--- config.mk ---
export PLATFORM = sky130hd
export DESIGN_NAME = fifo_frame_writer
export DESIGN_NICKNAME = d
export VERILOG_FILES = /design/src/rtl/fifo_frame_pkg.sv /design/src/rtl/fifo_frame_writer.sv
export SDC_FILE = /design/constraint.sdc
export NUM_CORES = 1
export LEC_CHECK = 0
export CORE_AREA = 3 3 82 84
export CTS_CLUSTER_SIZE = 14
export DETAILED_ROUTE_END_ITERATION = 12
export DIE_AREA = 0 0 85 87
export GPL_TIMING_DRIVEN = 0
export PLACE_DENSITY = 0.59
export SLEW_MARGIN = 30
export SYNTH_ARGS = -nofsm -noshare
export SYNTH_HDL_FRONTEND = slang
export SYNTH_SLANG_ARGS = --single-unit
--- constraint.sdc ---
create_clock -name wclk -period 1.51 [get_ports wclk]
set_input_delay 0.302 -clock wclk [delete_from_list [all_inputs] [get_ports wclk]]
set_output_delay 0.302 -clock wclk [all_outputs]
set_load 0.05 [all_outputs]
--- src/rtl/fifo_frame_pkg.sv ---
// fifo_frame_pkg: shared frame definitions for the stream_async_fifo writer and reader
package fifo_frame_pkg;
  typedef enum logic [2:0] {IDLE, PAY, LEN, SUM, DONE} state_t;
  typedef enum logic [1:0] {FLD_HDR, FLD_PAY, FLD_LEN, FLD_SUM} field_t;
  localparam int FRAME_OVERHEAD = 3;
  function automatic int frame_words(input int len);
    return len + FRAME_OVERHEAD;
  endfunction
endpackage

--- src/rtl/fifo_frame_writer.sv ---
// fifo_frame_writer: frames a valid/ready byte stream as header, payload, length, checksum into stream_async_fifo
module fifo_frame_writer
  import fifo_frame_pkg::*;
#(
  parameter int DSIZE  = 8,
  parameter int ASIZE  = 10,
  parameter int MAXLEN = 255
) (
  input  logic             wclk,
  input  logic             rst_n,
  input  logic             s_valid,
  input  logic [DSIZE-1:0] s_data,
  input  logic             s_last,
  output logic             s_ready,
  output logic             w_en,
  output logic [DSIZE-1:0] wdata,
  input  logic             w_full,
  input  logic [ASIZE-1:0] wuse,
  output logic             busy,
  output logic             frame_done,
  output logic             trunc,
  output logic [DSIZE-1:0] seq
);
  localparam logic [ASIZE:0] ROOM_MAX = (ASIZE+1)'(2**ASIZE - frame_words(MAXLEN));
  localparam logic [DSIZE-1:0] LAST_IDX = DSIZE'(MAXLEN - 1);
  state_t state, state_d;
  logic [DSIZE-1:0] cnt, cnt_d, sum, sum_d, seq_d, wdata_d;
  logic w_en_d, done_d, trunc_d, out_free, room, at_max;
  assign out_free = ~w_en | ~w_full;
  assign room = ~w_full & ({1'b0, wuse} <= ROOM_MAX);
  assign at_max = cnt == LAST_IDX;
  assign s_ready = (state == PAY) & out_free;
  assign busy = state != IDLE;
  // next frame step; the output register only moves when the FIFO can take the held word
  always_comb begin
    state_d = state;
    w_en_d = w_en;
    wdata_d = wdata;
    cnt_d = cnt;
    sum_d = sum;
    seq_d = seq;
    done_d = 1'b0;
    trunc_d = 1'b0;
    case (state)
      IDLE: begin
        w_en_d = 1'b0;
        if (s_valid & room) begin
          state_d = PAY;
          w_en_d = 1'b1;
          wdata_d = seq;
        end
      end
      PAY:
        if (s_valid & out_free) begin
          w_en_d = 1'b1;
          wdata_d = s_data;
          cnt_d = cnt + DSIZE'(1);
          sum_d = sum ^ s_data;
          state_d = (s_last | at_max) ? LEN : PAY;
          trunc_d = at_max & ~s_last;
        end else if (out_free) w_en_d = 1'b0;
      LEN:
        if (out_free) begin
          w_en_d = 1'b1;
          wdata_d = cnt;
          state_d = SUM;
        end
      SUM:
        if (out_free) begin
          wdata_d = sum;
          state_d = DONE;
        end
      DONE:
        if (out_free) begin
          w_en_d = 1'b0;
          seq_d = seq + DSIZE'(1);
          cnt_d = '0;
          sum_d = '0;
          done_d = 1'b1;
          state_d = IDLE;
        end
      default: state_d = IDLE;
    endcase
  end
  // state and output register; reset abandons any frame in flight
  always_ff @(posedge wclk or negedge rst_n)
    if (!rst_n) begin
      state <= IDLE;
      w_en <= 1'b0;
      wdata <= '0;
      cnt <= '0;
      sum <= '0;
      seq <= '0;
      frame_done <= 1'b0;
      trunc <= 1'b0;
    end else begin
      state <= state_d;
      w_en <= w_en_d;
      wdata <= wdata_d;
      cnt <= cnt_d;
      sum <= sum_d;
      seq <= seq_d;
      frame_done <= done_d;
      trunc <= trunc_d;
    end
endmodule

==> metrics.csv, run 1 <==
metric,value,unit
status,"complete, but fails checks",
failing checks,negative setup slack,
Least-Margin Pin Slew,0.5094,ns
Cells after Synth,210,
Post-synth EDFFs,0,
die area,7395,sq um
nets,304,
post-DP HPWL,3772,microns
Reg-to-Reg Start,state[1]$_DFFE_PN0P_,
DIE WIDTH,85,microns
Max transition margin,65.97,%
routed len/inst,15.45,microns
Final WS setup,-0.1884,ns
Clock Root Buffer,clkbuf_8,
Pwr Density,2050,nW/um^2
sequential fraction of the synthesis area,45.13,%
Core ar.,5991,sq um
gr ovfl total,0,
CP max FO,5,
clk sinks,38,
CTS tree,built,
r2r endpoint,wdata[5]$_DFFE_PN0P_,
Num CTS Buffers,5,
Final Max Tran Viols,0,
RSZ-0062 raised after global routing,yes,
Crit Path Category,reg2reg,
Tot GR Track Use,15.17,%
"antenna viol nets, final",0,
DRC errors left,0,
Inst Count DP,329,
Leak Pwr,1.363,nW
Post-Syn Nets,236,
largest net degree at the start of global routing,28,
Layout area overhead,47.15,%
via count,1803,
Via density,5.093,
Fin. Hold Viols,0,
"Reg clk slew, reported paths",0.08,ns
average cell area after synthesis,10.03,sq um
synth warn,0,
post-route setup TNS,-1.946,ns
post-synth cell types,45,
clk_lat worst skew,0.29,ns
Die H,87,microns
Worst IR Drop VDD,0.9698,mV
maximum root-to-sink buffer count,2,
gpl congestion,0.8191,
Register-to-Register Path Depth,5,
share of cells above drive strength 1,28.67,%
Max-Cap Viols,0,
Critical Path End Type,flop,
Rows,28,
worst hold slack,0.4235,ns
Initial Utilization,35.17,%
register bit count reported by yosys,38,
initial antenna violation count,0,
"reg-to-reg slack, setup",-0.19,ns
critical path data arrival time,1.88,ns
Hold/Removal Path Class,in2async,
fin area,3100,sq um
Post-Syn Area,2107,sq um
"Req. time, crit path",1.69,ns
DP Area,2686,sq um
# H-tree levels,2,
period utilization,112.5,%
Starting DRT DRC Count,95,
Buffers on Ports,43,
First-pass DRT Iterations,4,
Synth Flop Type,dfrtp_1,
final WL,5470,microns
first-pass GRT wire length,8873,microns
Ports,44,
vias in the first global route,1749,
final setup vio count,17,
Inserted Diodes,0,
Post-synth ARST share,100.0,%
Pwr Total,6.356,mW
critical path startpoint category,flop,
FMAX,588.8,MHz
non-filler instance count after layout,354,
skew final,0.01102,ns
Final min period,1.698,ns
[metal layers]
| metal | up-vias | GRT usage, % | routed length [microns] |
|---|---|---|---|
| li1 | 889 | - | - |
| met1 | 885 | 21.80 | 2678 |
| met2 | 27 | 22.60 | 2571 |
| met3 | 2 | 3.406 | 195 |
| met4 | 0 | 4.892 | 25 |
| met5 | - | 0 | 0 |
[cells in the mapped netlist (2+ instances only)]
master	n	area share [%]
a211oi_1	4	1.4
a21oi_1	5	1.2
a2bb2oi_1	4	1.7
and2_1	3	0.89
and3_1	3	0.89
and4_1	2	0.83
buf_2	5	1.2
clkbuf_1	2	0.36
dfrtp_1	38	45
ha_1	3	1.8
inv_1	6	1.1
mux2_2	6	3.2
mux2i_1	11	5.2
nand2_1	15	2.7
nand2b_1	3	0.89
nand3_1	14	3.3
nand4_1	7	2.1
nor2_1	18	3.2
nor2b_1	4	1.2
o21a_1	2	0.71
o21ai_0	6	1.4
o21bai_1	2	0.71
o22ai_1	4	1.2
o31ai_1	3	1.1
or3_1	3	0.89
xnor2_1	5	2.1
xor2_1	14	5.8
[cell usage in the layout, fill, tap and decap left out, types with 5 or more instances in the layout]
master	count
a21oi_1	5
buf_4	12
buf_6	9
clkbuf_8	6
clkdlybuf4s15_1	6
clkdlybuf4s15_2	7
clkdlybuf4s50_1	19
dfrtp_1	36
dlygate4sd2_1	5
inv_1	6
mux2i_1	11
nand2_1	13
nand3_1	12
nand4_1	7
nor2_1	17
o21ai_0	6
xnor2_1	5
xor2_1	12
[metrics by stage]
step           setup WS (ns)  util (%)
3_3_place_gp         -0.9880     44.59
6_report             -0.1884     51.75
3_5_place_dp         -0.8284     44.84
2_1_floorplan        -0.3111         -
4_1_cts              -0.2188     49.06
5_1_grt              -0.2182     51.75
[worst max-delay path by stage]
stage | startpoint | endpoint | slack, ns | cells after the start
detailed placement | w_full | wdata[5]$_DFFE_PN0P_ | -0.83 | 5
global placement | rst_n | w_en$_DFFE_PN0P_ | -0.99 | 1
global route | state[2]$_DFFE_PN0P_ | w_en$_DFFE_PN0P_ | -0.22 | 5
finish | state[1]$_DFFE_PN0P_ | wdata[5]$_DFFE_PN0P_ | -0.19 | 5
CTS | state[1]$_DFFE_PN0P_ | s_ready | -0.22 | 4
floorplan | w_en$_DFFE_PN0P_ | wdata[2]$_DFFE_PN0P_ | -0.31 | 4
[repair_timing]
| action | in CTS | in global routing |
|---|---|---|
| resized for setup | 69 | 39 |
| hold endpoints to repair | 11 | 0 |
| hold buffers | 1 | 0 |
| buffers inserted | 8 | 10 |
| setup endpoints to repair | 56 | 38 |
| pin swaps | 6 | 12 |
[area by class of cell]
class                   instances  area (sq um)
clock inverters                 1         30.03
plain buffers                   8         85.08
multi-input cells             156          1204
well taps                      75         93.84
fillers                       551          2890
clock buffers                   7         86.33
repair buffers                 62         616.8
flip-flops and latches         38         953.4
inverters                       7         31.28
[state kept, by name, summed over array words and instances, names as in the netlist]
name / cells
state: 3
cnt: 8
frame_done: 1
w_en: 1
sum: 8
trunc: 1
seq: 8
wdata: 8
[cells by family (layout without fill, tap and decap cells)]
kind of cell	after synthesis	count (layout)	synth area share (%)
and+or+nand+nor	79	79	19.95
AOI/OAI and AO/OA	37	37	13.00
muxes	17	17	8.432
adders and majority gates	4	4	2.257
DFF	38	38	45.13
buffers and inverters	16	85	3.325
xor gates and xnor gates	19	19	7.898
[power by group]
part / total [mW] / internal [mW] / switching [mW]
combinational: 3.72 / 1.71 / 2.01
sequential: 1.73 / 1.39 / 0.345
clock: 0.900 / 0.539 / 0.361
total: 6.36 / 3.64 / 2.71
[worst max-delay path, cell delays in order (launching register included)]
cell	delay [ns]
dfrtp_1	0.43
or3_4	0.39
o21ba_4	0.26
a211oi_4	0.07
buf_12	0.15
mux2_4	0.29
No activity file was read; power rests on OpenSTA's default activity.
==> run 2, diff against run 1 <==
Settings changed: REMOVE_ABC_BUFFERS from default to 1.
==> metrics.csv, run 2 (synthesis results as in run 1) <==
metric,value,unit,change
final setup vio count,31,,+14
Max-Cap Viols,0,,unchanged
Layout area overhead,46.32,%,
DRC errors left,0,,unchanged
share of cells above drive strength 1,30.71,%,+2.0 points
Final WS setup,-0.2399,ns,-0.05151 ns
Crit Path Category,reg2reg,,
first-pass GRT wire length,9073,microns,+2.3%
initial antenna violation count,0,,unchanged
Max transition margin,67.51,%,+1.5 points
First-pass DRT Iterations,4,,unchanged
post-DP HPWL,3510,microns,-6.9%
Final Max Tran Viols,0,,unchanged
period utilization,115.9,%,+3.4 points
final WL,5436,microns,-0.62%
# fillers,557,,+1.1%
Leak Pwr,1.356,nW,-0.51%
Inserted Diodes,0,,unchanged
worst hold slack,0.4197,ns,-0.003801 ns
Clock power frac,13.5,%,-0.7 points
FMAX,571.4,MHz,-2.9%
most frequent cells in the layout,"dfrtp_1 (34), buf_4 (21), clkdlybuf4s50_1 (19)",,
Least-Margin Pin Slew,0.4894,ns,-0.02000 ns
# H-tree levels,2,,unchanged
Pwr Total,6.152,mW,-3.2%
pre-CTS setup slack,-1.351,ns,-0.5230 ns
DIE WIDTH,85,microns,unchanged
Final min period,1.750,ns,+0.05151 ns
clk sinks,38,,unchanged
gpl congestion,0.7542,,-7.9%
CP max FO,19,,+14
critical path startpoint category,flop,,
"commonest non-fill, non-tap cell in the layout",dfrtp_1,,
failing checks,negative setup slack,,
"Reg clk slew, reported paths",0.07,ns,about the same
routed len/inst,15.31,microns,-0.90%
"slowest stage cell, crit path",dfrtp_2,,
gr ovfl total,0,,unchanged
Fin. Hold Viols,0,,unchanged
nets,305,,+0.33%
Starting DRT DRC Count,74,,-22%
Buffers on Ports,43,,unchanged
"Req. time, crit path",1.69,ns,about the same
Final Core Density,51.46,%,-0.29 points
Via density,5.076,,-0.34%
Tot GR Track Use,15.60,%,+0.44 points
status,"complete, but fails checks",,
Worst IR Drop VDD,0.9150,mV,-5.7%
"antenna viol nets, final",0,,unchanged
CTS tree,built,,
critical path data arrival time,1.93,ns,+0.05 ns
Pwr Density,1996,nW/um^2,-2.7%
die area,7395,sq um,unchanged
clk_lat worst skew,0.30,ns,about the same
part of the power in combinational logic,58.1,%,-0.5 points
Initial Utilization,35.17,%,unchanged
Ports,44,,unchanged
sequential fraction of design power,28.4,%,+1.1 points
largest net degree at the start of global routing,22,,-21%
Die H,87,microns,unchanged
via count,1802,,-0.055%
Critical Path End Type,flop,,
Num CTS Buffers,5,,unchanged
maximum root-to-sink buffer count,2,,unchanged
max incr delay on CP,0.46,ns,+0.03 ns
Pint,3.469,mW,-4.7%
Clock Root Buffer,clkbuf_8,,
Hold/Removal Path Class,in2reg,,
sw frac,43.61,%,+0.91 points
vias in the first global route,1829,,+4.6%
chain of cells forming the critical path,nand2_4 -> a211oi_1 -> a211oi_4 -> buf_6 -> mux2_2,,
Core ar.,5991,sq um,unchanged
Psw,2.683,mW,-1.1%
Rows,28,,unchanged
RSZ-0062 raised after global routing,yes,,
skew final,0.007711,ns,-0.003313 ns
run 2: cell types whose count changed in the layout (fill, tap and decap cells not counted), moves of 3 or more:
cell	previous run	this run
buf_12	4	0
buf_4	12	21
buf_6	9	6
mux2_2	2	6
mux2_4	4	0
nand3_1	12	9
nand3_2	2	5
run 2: area by class of cell:
| class | instances | area (sq um) | share of cell area [%] |
|---|---|---|---|
| Inverter | 7 | 31.28 | 1.015 |
| Sequential cell | 38 | 958.4 | 31.09 |
| Multi-Input combinational cell | 156 | 1214 | 39.37 |
| Tap cell | 75 | 93.84 | 3.044 |
| Timing Repair Buffer | 71 | 675.6 | 21.92 |
| Clock buffer | 8 | 110.1 | 3.571 |
run 2: path summary, 6_finish.rpt:
kind	from	depth (start not counted)	slack (ns)	end
max reg2reg	w_en$_DFFE_PN0P_	5	-0.24	wdata[5]$_DFFE_PN0P_
min reg2reg	wdata[2]$_DFFE_PN0P_	1	0.51	wdata[2]$_DFFE_PN0P_
min	s_valid	3	0.42	w_en$_DFFE_PN0P_
min in group asynchronous	rst_n	2	0.48	sum[3]$_DFFE_PN0P_
max in group asynchronous	rst_n	3	0.55	state[1]$_DFFE_PN0P_
max	w_en$_DFFE_PN0P_	5	-0.24	wdata[5]$_DFFE_PN0P_
run 2: layer usage:
metal / wire, microns / share of wire [%] / track usage, % / vias to the layer above
met5: 0 / 0 / 0 / -
met4: 61 / 1.1 / 5.180 / 0
met3: 227 / 4.2 / 3.879 / 6
met2: 2726 / 50 / 24.58 / 32
met1: 2420 / 45 / 21.02 / 886
li1: - / - / - / 878
run 2: power groups by stage:
stage	Clock [mW]	Sequential, mW	Combinational (mW)
global route	0.903	1.82	3.85
global placement	0	1.84	2.79
detailed placement	0	1.85	2.82
floorplan	0	2.27	1.53
finish	0.831	1.75	3.57
CTS	0.846	1.73	3.27
run 2: critical path: cells and delay by family (launching register included):
| kind | cells | cell delay (ns) |
|---|---|---|
| multiplexers | 1 | 0.32 |
| flip-flops | 1 | 0.46 |
| buffers and inverters | 1 | 0.15 |
| AND/OR/NAND/NOR | 1 | 0.26 |
| AO/OA/AOI/OAI | 2 | 0.44 |
run 2: timing repair:
item | in CTS | in global routing
endpoints found under the setup margin | 58 | 47
gates resized for setup | 74 | 40
pin swaps | 9 | 17
setup buffers | 20 | 9
hold endpoints to repair | 17 | 0
hold buffers | 1 | 0
run 2: stage by stage:
step           setup TNS (ns)  instance area [sq um]  std cells
6_report               -3.705                   3083        355
5_1_grt                -5.920                   3083        355
3_3_place_gp           -69.00                   2587        319
2_1_floorplan          -15.57                   2063        201
3_5_place_dp           -37.19                   2610        320
4_1_cts                -3.542                   2949        349
==> run 3, diff against run 2 <==
Settings changed: TNS_END_PERCENT from default to 20.
==> metrics.csv, run 3 (synthesis results as in run 1) <==
metric,value,unit,change
status,"complete, but fails checks",,
failing checks,negative setup slack,,
First-pass DRT Iterations,4,,unchanged
vias in the first global route,1807,,-1.2%
period utilization,114.1,%,-1.7 points
Worst IR Drop VDD,0.9582,mV,+4.7%
most frequent cells in the layout,"dfrtp_1 (34), clkdlybuf4s50_1 (19), nor2_1 (18)",,
largest net degree at the start of global routing,22,,unchanged
r2r endpoint,wdata[5]$_DFFE_PN0P_,,
final WL,5217,microns,-4.0%
nets,297,,-2.6%
Pwr Density,1998,nW/um^2,+0.11%
Crit path buffers/inverters,1,,unchanged
Ports,44,,unchanged
gpl congestion,0.7542,,unchanged
Final Max Tran Viols,0,,unchanged
Max transition margin,67.50,%,about the same
RSZ-0062 raised after global routing,yes,,
maximum root-to-sink buffer count,2,,unchanged
Reg-to-Reg Start,state[1]$_DFFE_PN0P_,,
"antenna viol nets, final",0,,unchanged
multi-input logic area,1140,sq um,-6.1%
# fillers,584,,+4.8%
DP Area,2610,sq um,unchanged
Fin. Hold Viols,0,,unchanged
critical path data arrival time,1.90,ns,-0.03 ns
Die H,87,microns,unchanged
fin area,2942,sq um,-4.6%
# H-tree levels,2,,unchanged
CTS tree,built,,
sequential fraction of design power,29.6,%,+1.2 points
Core ar.,5991,sq um,unchanged
"Req. time, crit path",1.69,ns,about the same
Register Area,958.4,sq um,unchanged
gr ovfl total,0,,unchanged
FMAX,580.2,MHz,+1.5%
max incr delay on CP,0.51,ns,+0.05 ns
pre-CTS setup slack,-1.351,ns,unchanged
Tot GR Track Use,15.58,%,-0.020 points
skew final,0.005559,ns,-0.002152 ns
Initial Utilization,35.17,%,unchanged
Leak Pwr,1.291,nW,-4.8%
Max-Cap Viols,0,,unchanged
Clock Root Buffer,clkbuf_8,,
Crit Path Category,reg2reg,,
"slowest stage cell, crit path",dfrtp_4,,
Inserted Diodes,0,,unchanged
Hold/Removal Path Class,in2async,,
clk sinks,38,,unchanged
worst hold slack,0.4873,ns,+0.06766 ns
DIE WIDTH,85,microns,unchanged
sw frac,43.77,%,+0.16 points
CP max FO,6,,-13
clk_lat worst skew,0.30,ns,about the same
die area,7395,sq um,unchanged
"commonest non-fill, non-tap cell in the layout",dfrtp_1,,
Buffers on Ports,43,,unchanged
initial antenna violation count,0,,unchanged
final setup vio count,15,,-52%
Rows,28,,unchanged
Critical Path End Type,flop,,
DRC errors left,0,,unchanged
Via density,5.063,,-0.25%
Starting DRT DRC Count,58,,-22%
part of the power in combinational logic,56.5,%,-1.6 points
Num CTS Buffers,5,,unchanged
"Reg clk slew, reported paths",0.08,ns,about the same
Final min period,1.724,ns,-0.02640 ns
"reg-to-reg slack, setup",-0.21,ns,+0.03 ns
Pwr Total,5.877,mW,-4.5%
chain of cells forming the critical path,or3_4 -> o21ba_4 -> a211oi_4 -> buf_6 -> mux2_2,,
Psw,2.572,mW,-4.1%
share of cells above drive strength 1,24.63,%,-6.1 points
critical path startpoint category,flop,,
Clock power frac,14.0,%,+0.5 points
Layout area overhead,39.61,%,
first-pass GRT wire length,9052,microns,-0.23%
routed len/inst,15.03,microns,-1.8%
Final WS setup,-0.2135,ns,+0.02640 ns
Register-to-Register Path Depth,5,,unchanged
post-DP HPWL,3510,microns,unchanged
Least-Margin Pin Slew,0.4894,ns,+0.00002837 ns
Crit path max-delay family,flip-flops,,
via count,1757,,-2.5%
Pint,3.304,mW,-4.8%
==> run 3: power by group through the flow <==
stage	Combinational, mW	Sequential (mW)	Clock (mW)
CTS	3.26	1.73	0.846
global route	3.60	1.81	0.903
global placement	2.79	1.84	0
floorplan	1.53	2.27	0
finish	3.32	1.74	0.821
detailed placement	2.82	1.85	0
==> run 3: worst register-to-register path, delay by kind of cell, from the launching register on <==
kind	cells	cell delay, ns
flip-flops	1	0.51
buffers and inverters	1	0.15
AO/OA/AOI/OAI	2	0.31
multiplexers	1	0.26
AND/OR/NAND/NOR	1	0.37
==> run 3: what timing repair did <==
item | in CTS | in global routing
gates resized for setup | 75 | 16
setup endpoints to repair | 58 | 45
pin swaps | 9 | 4
hold buffers | 1 | 0
setup buffers | 17 | 1
endpoints found under the hold margin | 17 | 0
==> run 3: layer usage <==
metal | vias up | wire length, microns | global-route usage (%)
met1 | 855 | 2391 | 21.02
met3 | 6 | 199 | 3.784
met2 | 30 | 2561 | 24.65
li1 | 866 | - | -
met4 | 0 | 64 | 5.036
met5 | - | 0 | 0
==> run 3: through the flow <==
stage          util [%]  instances  setup TNS, ns
3_5_place_dp      43.57        320         -37.19
6_report          49.10        347         -2.426
5_1_grt           49.10        347         -4.731
2_1_floorplan         -        201         -15.57
3_3_place_gp      43.19        319         -69.00
4_1_cts           48.81        346         -2.468
==> run 3: area by class of cell <==
type	count	share of cell area (%)
multi-input combinational	156	38.75
sequential	38	32.58
timing repair buffer	63	20.67
clock buffer	8	3.743
tap	75	3.190
inverter	7	1.063
==> run 3: worst max-delay path by stage <==
stage,startpoint,end,slack (ns),depth (start not counted)
2_1_floorplan,state[1]$_DFFE_PN0P_,wdata[2]$_DFFE_PN0P_,-0.77,4
3_3_place_gp,w_full,seq[6]$_DFFE_PN0P_,-1.36,6
3_5_place_dp,w_full,seq[6]$_DFFE_PN0P_,-1.35,6
4_1_cts,state[1]$_DFFE_PN0P_,wdata[5]$_DFFE_PN0P_,-0.20,5
5_1_grt,state[1]$_DFFE_PN0P_,wdata[5]$_DFFE_PN0P_,-0.26,5
6_report,state[1]$_DFFE_PN0P_,wdata[5]$_DFFE_PN0P_,-0.21,5
